===== config.mk =====
export PLATFORM = sky130hd
export DESIGN_NAME = cdb_arbiter
export DESIGN_NICKNAME = d
export VERILOG_FILES = /design/src/rtl/cdb_arbiter.sv
export SDC_FILE = /design/constraint.sdc
export NUM_CORES = 1
export LEC_CHECK = 0
export ABC_AREA = 1
export CORE_MARGIN = 2
export CORE_UTILIZATION = 33
export CTS_CLUSTER_SIZE = 24
export DETAILED_ROUTE_END_ITERATION = 10
export GPL_ROUTABILITY_DRIVEN = 0
export PLACE_DENSITY = 0.81
export SETUP_SLACK_MARGIN = 0.3
export SLEW_MARGIN = 20
export SYNTH_ARGS = -nofsm -noshare
export SYNTH_HDL_FRONTEND = slang
export SYNTH_SLANG_ARGS = --single-unit

===== constraint.sdc =====
create_clock -name clk_in -period 1.4 [get_ports clk_in]
set_input_delay 0.21 -clock clk_in [delete_from_list [all_inputs] [get_ports clk_in]]
set_output_delay 0.21 -clock clk_in [all_outputs]
set_load 0.01 [all_outputs]

===== src/rtl/cdb_arbiter.sv =====
// Common data bus arbiter: picks one finished functional unit per cycle and broadcasts its result next cycle.
// Define CDB_ROUND_ROBIN_EN for rotating priority; otherwise fixed priority, where the lowest index wins.
module cdb_arbiter #(
   parameter int NUM_FU       = 5,
   parameter int DATA_WIDTH   = 32,
   parameter int ROB_IX_WIDTH = 3
) (
   input  logic                                 clk_in,
   input  logic                                 rst_in,
   input  logic                                 flush_in,
   input  logic [NUM_FU-1:0]                    fu_valid_in,
   input  logic [NUM_FU-1:0][DATA_WIDTH-1:0]    fu_data_in,
   input  logic [NUM_FU-1:0][ROB_IX_WIDTH-1:0]  fu_rob_ix_in,
   output logic [NUM_FU-1:0]                    fu_read_out,
   output logic                                 cdb_valid_out,
   output logic [DATA_WIDTH-1:0]                cdb_value_out,
   output logic [ROB_IX_WIDTH-1:0]              cdb_rob_ix_out,
   output logic [NUM_FU-1:0]                    cdb_fu_out
);

   localparam int PTR_W = (NUM_FU > 1) ? $clog2(NUM_FU) : 1;

   logic [PTR_W-1:0]        start_ix;
   logic [PTR_W-1:0]        scan_ix;
   logic                    win_found;
   logic [NUM_FU-1:0]       win_onehot;
   logic [DATA_WIDTH-1:0]   win_data;
   logic [ROB_IX_WIDTH-1:0] win_rob;
   logic                    grant_ok;

`ifdef CDB_ROUND_ROBIN_EN
   logic [PTR_W-1:0] ptr;
   logic [PTR_W-1:0] win_ix;
   assign start_ix = ptr;
`else
   assign start_ix = '0;
`endif

   // Scan upward from the start index (modulo NUM_FU); the first requester found wins.
   always_comb begin
      win_found  = 1'b0;
      win_onehot = '0;
      win_data   = '0;
      win_rob    = '0;
      scan_ix    = '0;
`ifdef CDB_ROUND_ROBIN_EN
      win_ix     = '0;
`endif
      for (int i = 0; i < NUM_FU; i++) begin
         scan_ix = PTR_W'((int'(start_ix) + i) % NUM_FU);
         if (!win_found && fu_valid_in[scan_ix]) begin
            win_found           = 1'b1;
            win_onehot[scan_ix] = 1'b1;
            win_data            = fu_data_in[scan_ix];
            win_rob             = fu_rob_ix_in[scan_ix];
`ifdef CDB_ROUND_ROBIN_EN
            win_ix              = scan_ix;
`endif
         end
      end
   end

   assign grant_ok    = win_found && !rst_in && !flush_in;
   assign fu_read_out = grant_ok ? win_onehot : '0;

`ifdef CDB_ROUND_ROBIN_EN
   // Pointer moves just past the winner; flush or idle cycles leave it alone.
   always_ff @(posedge clk_in) begin
      if (rst_in) begin
         ptr <= '0;
      end else if (grant_ok) begin
         if (win_ix == PTR_W'(NUM_FU - 1))
            ptr <= '0;
         else
            ptr <= win_ix + PTR_W'(1);
      end
   end
`endif

   // Value and ROB index hold across idle cycles; only valid and FU identity drop.
   always_ff @(posedge clk_in) begin
      if (rst_in) begin
         cdb_valid_out  <= 1'b0;
         cdb_value_out  <= '0;
         cdb_rob_ix_out <= '0;
         cdb_fu_out     <= '0;
      end else begin
         cdb_valid_out <= grant_ok;
         cdb_fu_out    <= fu_read_out;
         if (grant_ok) begin
            cdb_value_out  <= win_data;
            cdb_rob_ix_out <= win_rob;
         end
      end
   end

endmodule


# After elaboration in Yosys (flattened, before gate mapping)
# Index checks and enable logic that the tools add are counted.
dict set report totals {
  mem_bits_rw 0
  output_inout_bits 46
  regBits 41
  memories 0
  input_bits 183
  wordCells 37
  latchBits 0
  rom_bits 0
}
dict set report op_classes {
  eq_ne 0
  bitwise_logic 0
  n_reduce_logical 12
  n_mux 21
  n_mul 0
  shift 0
  div_mod_pow 0
  n_addsub 0
  order_cmp 0
}
# operator n
set ops {}
lappend ops {{32-bit 2-to-1 mux} 5}
lappend ops {{3-bit 2-to-1 mux} 6}
lappend ops {{5-bit 2-to-1 mux} 2}
lappend ops {{1-bit logical AND} 6}
lappend ops {{1-bit zero test} 6}
lappend ops {{1-bit 2-to-1 mux} 6}
lappend ops {{4-bit 2-to-1 mux} 1}
lappend ops {{2-bit 2-to-1 mux} 1}

# Longest topological paths before layout
dict set report logic_depth {
  depth_word 16
  mapped_depth 10
  depth_no_buf 7
}

# Worst setup path before layout
# No wires, ideal clock.
dict set report synth_timing {
  path_type {in2out}
  startpoint {input port fu_valid_in[0]}
  endpoint {output port fu_read_out[4]}
  path_stages 5
  t_arrival_ns 1.100
  t_required_ns 1.190
  n_path_buf 2
  slack_ns 0.090
  path_cell_list {buf_2 -> nor2_4 -> nand4_2 -> buf_2 -> nor3_1}
}
dict set report synth_via {
  elab_chain_cells 16
  word_cells_on_any_way 17
  cone_classes {mux (7); reduce/logical (10)}
}
# item line_no
set synth_rtl {}
lappend synth_rtl {{from (decl)} 11} ;# input logic [NUM_FU-1:0] fu_valid_in,
lappend synth_rtl {{1-bit 2-to-1 mux (*)} 51} ;# if (!win_found && fu_valid_in[scan_ix]) begin
lappend synth_rtl {{1-bit zero test} 51}
lappend synth_rtl {{1-bit logical AND} 51}
lappend synth_rtl {{1-bit 2-to-1 mux (*)} 51}
lappend synth_rtl {{1-bit zero test} 51}
lappend synth_rtl {{1-bit logical AND} 51}
lappend synth_rtl {{1-bit 2-to-1 mux (*)} 51}
lappend synth_rtl {{1-bit zero test} 51}
lappend synth_rtl {{1-bit logical AND} 51}
lappend synth_rtl {{1-bit 2-to-1 mux (*)} 51}
lappend synth_rtl {{1-bit zero test} 51}
lappend synth_rtl {{1-bit logical AND} 51}
lappend synth_rtl {{1-bit 2-to-1 mux} 51}
lappend synth_rtl {{1-bit logical AND (2 in series)} 63} ;# assign grant_ok = win_found && !rst_in && !flush_in;
lappend synth_rtl {{5-bit 2-to-1 mux (*)} 64} ;# assign fu_read_out = grant_ok ? win_onehot : '0;
lappend synth_rtl {{to (decl)} 14} ;# output logic [NUM_FU-1:0] fu_read_out,
# Every way passes the cells marked *; elsewhere a longest branch is shown, timed or not.

# Worst setup path in the final report
dict set report layout_timing {
  startpoint {input port fu_valid_in[1]}
  endpoint {output port fu_read_out[0]}
}
dict set report layout_via {
  elab_chain_cells 14
}
# item line_no
set layout_rtl {}
lappend layout_rtl {{1-bit logical AND (*)} 51}
lappend layout_rtl {{1-bit 2-to-1 mux (*)} 51}
lappend layout_rtl {{1-bit zero test} 51}
lappend layout_rtl {{1-bit logical AND} 51}
lappend layout_rtl {{1-bit 2-to-1 mux (*)} 51}
lappend layout_rtl {{1-bit zero test} 51}
lappend layout_rtl {{1-bit logical AND} 51}
lappend layout_rtl {{1-bit 2-to-1 mux (*)} 51}
lappend layout_rtl {{1-bit zero test} 51}
lappend layout_rtl {{1-bit logical AND} 51}
lappend layout_rtl {{1-bit 2-to-1 mux (*)} 51}
lappend layout_rtl {{1-bit logical AND (*) (2 in series)} 63}
lappend layout_rtl {{5-bit 2-to-1 mux (*)} 64}
# Marks and branches as above.

==> flow_metrics.py <==
metrics = {
    "floorplanning": {
        "fp.dieH_um": 105,
        "dieArea_um2": 10900,
        "start_util": 0.341,
        "io_pins": 229,
        "die_w_um": 105,
        "rows": 36,
        "core_um2": 9770,
    },
    "route": {
        "drt-total-wl_mm": 14.7,
        "drt_iter0_markers": 217,
        "vias": 4803,
        "firstDrtPassIters": 5,
        "drc_errors": 0,
        "drtAntennaViolNets": 0,
        "via_per_inst": 4.73,
        "routedWlPerCell_um": 14.5,
    },
    "sta": {
        "tightest_slew_ns": 0.445,
        "finalHoldViolations": 0,
        "rsz0062_at_grt": "true",
        "drv_slew": 0,
        "setup_viol": 0,
        "fmax_ghz": 0.810,
        "slew_headroom": 0.703,
        "layout_min_cycle_time_ns": 1.23,
        "post-route-period-util": 0.882,
        "finalClockSkew_ns": 0,
    },
    "global_routing": {
        "antenna_found_initial": 0,
        "grt_pass1_vias": 4437,
        "gr-total-overflow": 0,
        "grt_first_pass_wirelength_mm": 21.3,
        "track_usage": 0.238,
        "grt_start_max_net_pins": 42,
    },
    "worst_setup_path": {
        "r2r_slack_ns": 0.78,
        "endpoint": "fu_read_out[0]",
        "worstSetupEndpointType": "output port",
        "cp.arrival_ns": 1.02,
        "cp_max_fo": 5,
        "worstReg2RegStart": "cdb_value_out[1]",
        "cp-startpoint": "fu_valid_in[1]",
        "r2r_end": "cdb_value_out[1]",
        "cp-start-kind": "input pin",
        "critical_path_class": "input pin to output port",
        "reg2regPathDepth": 2,
        "cp.required_ns": 1.19,
    },
    "power": {
        "ir_worst_vdd_v": 0.000404,
        "total_power_uw": 3440,
        "powerDensity_nw_per_um2": 539,
        "cellLeakagePower_uw": 0.00313,
    },
    "cts": {
        "clkSinkCount": 41,
        "clock_latency_ns": 0.30,
        "postCtsHoldBufs": 0,
        "cts_max_level": 2,
        "path_clk_slew_ns": 0.08,
        "cts_buffers": 5,
        "cts-root-buf": "clkbuf_8",
        "cts_tree": "built",
        "clock_path_buffers": 2,
    },
    "synth": {
        "syn-num-nets": 818,
        "async_reset_ff_frac": 0,
        "ys_types": 18,
        "avgSynthCellArea_um2": 5.26,
        "syn-cell-area_um2": 3340,
        "synth_top_area_cell": "dfxtp_1",
        "synth_compound_area_frac": 0.0525,
        "muxShareOfSynthArea": 0,
        "synth-edff-count": 0,
        "yosysWarnings": 0,
        "yosys.area_share.simple": 0.542,
        "synth_top_family_by_area": "simple AND/OR/NAND/NOR gates",
        "synthTopCellsByArea": "dfxtp_1, nand2_1, nor2_1, inv_1, nand4_1",
        "synth_fa_ha_area_frac": 0,
        "synth.most_common_cell": "nand2_1",
        "ys_ff_latch": 41,
        "synth.cells.most_frequent": "nand2_1, nor2_1, inv_1, dfxtp_1",
        "synthXorXnorAreaFrac": 0,
        "seq_area_frac_synth": 0.246,
        "synthCells": 635,
        "yosysTopAreaCellShare": 0.246,
        "synth_top_flop_cell": "dfxtp_1",
    },
    "finish": {
        "layout.nets": 1064,
        "finalInstanceArea_um2": 6390,
        "seqCellArea_um2": 830,
        "multiInputGateArea_um2": 2110,
        "area_growth_pct": 91.5,
        "diodes": 0,
        "drive_above_1_share": 0.166,
        "n_fill_cell": 907,
    },
    "place": {
        "dpl_cell_area_um2": 5840,
        "io_buffers": 228,
        "dpl.hpwl_mm": 9.63,
    },
    "run": {
        "max_cap_viol_count": 0,
    },
    "hold_path": {
        "worst_hold_path_type": "input pin to flop",
    },
    "status": {
        "run_status": "finished clean",
    },
}
-- per-stage QoR --
stage	util	setup WS (ns)	cells	TNS, ns	hold slack (ns)
global route	0.654	0.106	1015	0	0.339
finish	0.654	0.166	1015	0	0.330
floorplan	-	0.216	635	0	0.287
CTS	0.627	0.176	1002	0	0.330
detailed placement	0.598	-0.625	981	-23.16	0.454
global placement	0.598	-0.604	981	-23.18	0.451
-- cell usage in the layout (no fill, tap or decap), drive strengths merged, types with 34 or more instances in the layout --
master,n
a21oi,35
buf,63
clkbuf,34
clkdlybuf4s50,175
dfxtp,41
inv,75
nand2,213
nand3,36
nand4,37
nor2,150
-- state kept, by name (all words and copies together), names as in the netlist --
signal,cells
cdb_fu_out,5
cdb_value_out,32
cdb_valid_out,1
cdb_rob_ix_out,3
-- critical path, cell delays in order --
cell and delay [ns]:
buf_6 0.10, nor2_4 0.15, nand4_1 0.15, nand2_4 0.15, buf_4 0.13, nor2_4 0.03, buf_6 0.11
-- how the worst min path moves through the flow --
stage          depth (start not counted)  slack [ns]         startpoint                end
2_1_floorplan                          1        0.29           flush_in      cdb_fu_out[4]
3_3_place_gp                           2        0.45  cdb_value_out[13]  cdb_value_out[13]
3_5_place_dp                           2        0.45   cdb_value_out[8]   cdb_value_out[8]
4_1_cts                                3        0.33           flush_in      cdb_fu_out[4]
5_1_grt                                3        0.34           flush_in      cdb_fu_out[4]
6_report                               3        0.33           flush_in      cdb_fu_out[4]
-- power by group --
group | total (µW) | switching [µW] | internal (µW)
sequential | 1250 | 25.5 | 1220
combinational | 1410 | 586 | 825
clock | 784 | 428 | 356
total | 3440 | 1040 | 2400
-- per-layer routing --
metal	routed length, µm	track usage	up-vias
met2	7140	0.427	217
met1	5720	0.261	2100
met4	580	0.0994	0
met3	1290	0.0686	46
met5	0	0	-
li1	-	-	2440
-- what timing repair did --
action	in CTS	in global routing
setup endpoints to repair	87	71
setup buffers	12	2
pin swaps	7	2
gates resized for setup	156	60
gates cloned	1	11
-- area by class of cell --
class                   instances  share of cell area
clock buffers                   8              0.0125
inverters                      75              0.0441
multi-input cells             473               0.331
flip-flops and latches         41               0.130
well taps                     133              0.0260
repair buffers                285               0.457
-- kinds of logic (layout without fill, tap and decap cells) --
logic type             Yosys count  count (layout)
buffers and inverters          121             368
DFF                             41              41
AOI/OAI and AO/OA               35              35
and+or+nand+nor                438             438
Note: power is estimated with default switching activity, not from simulation.
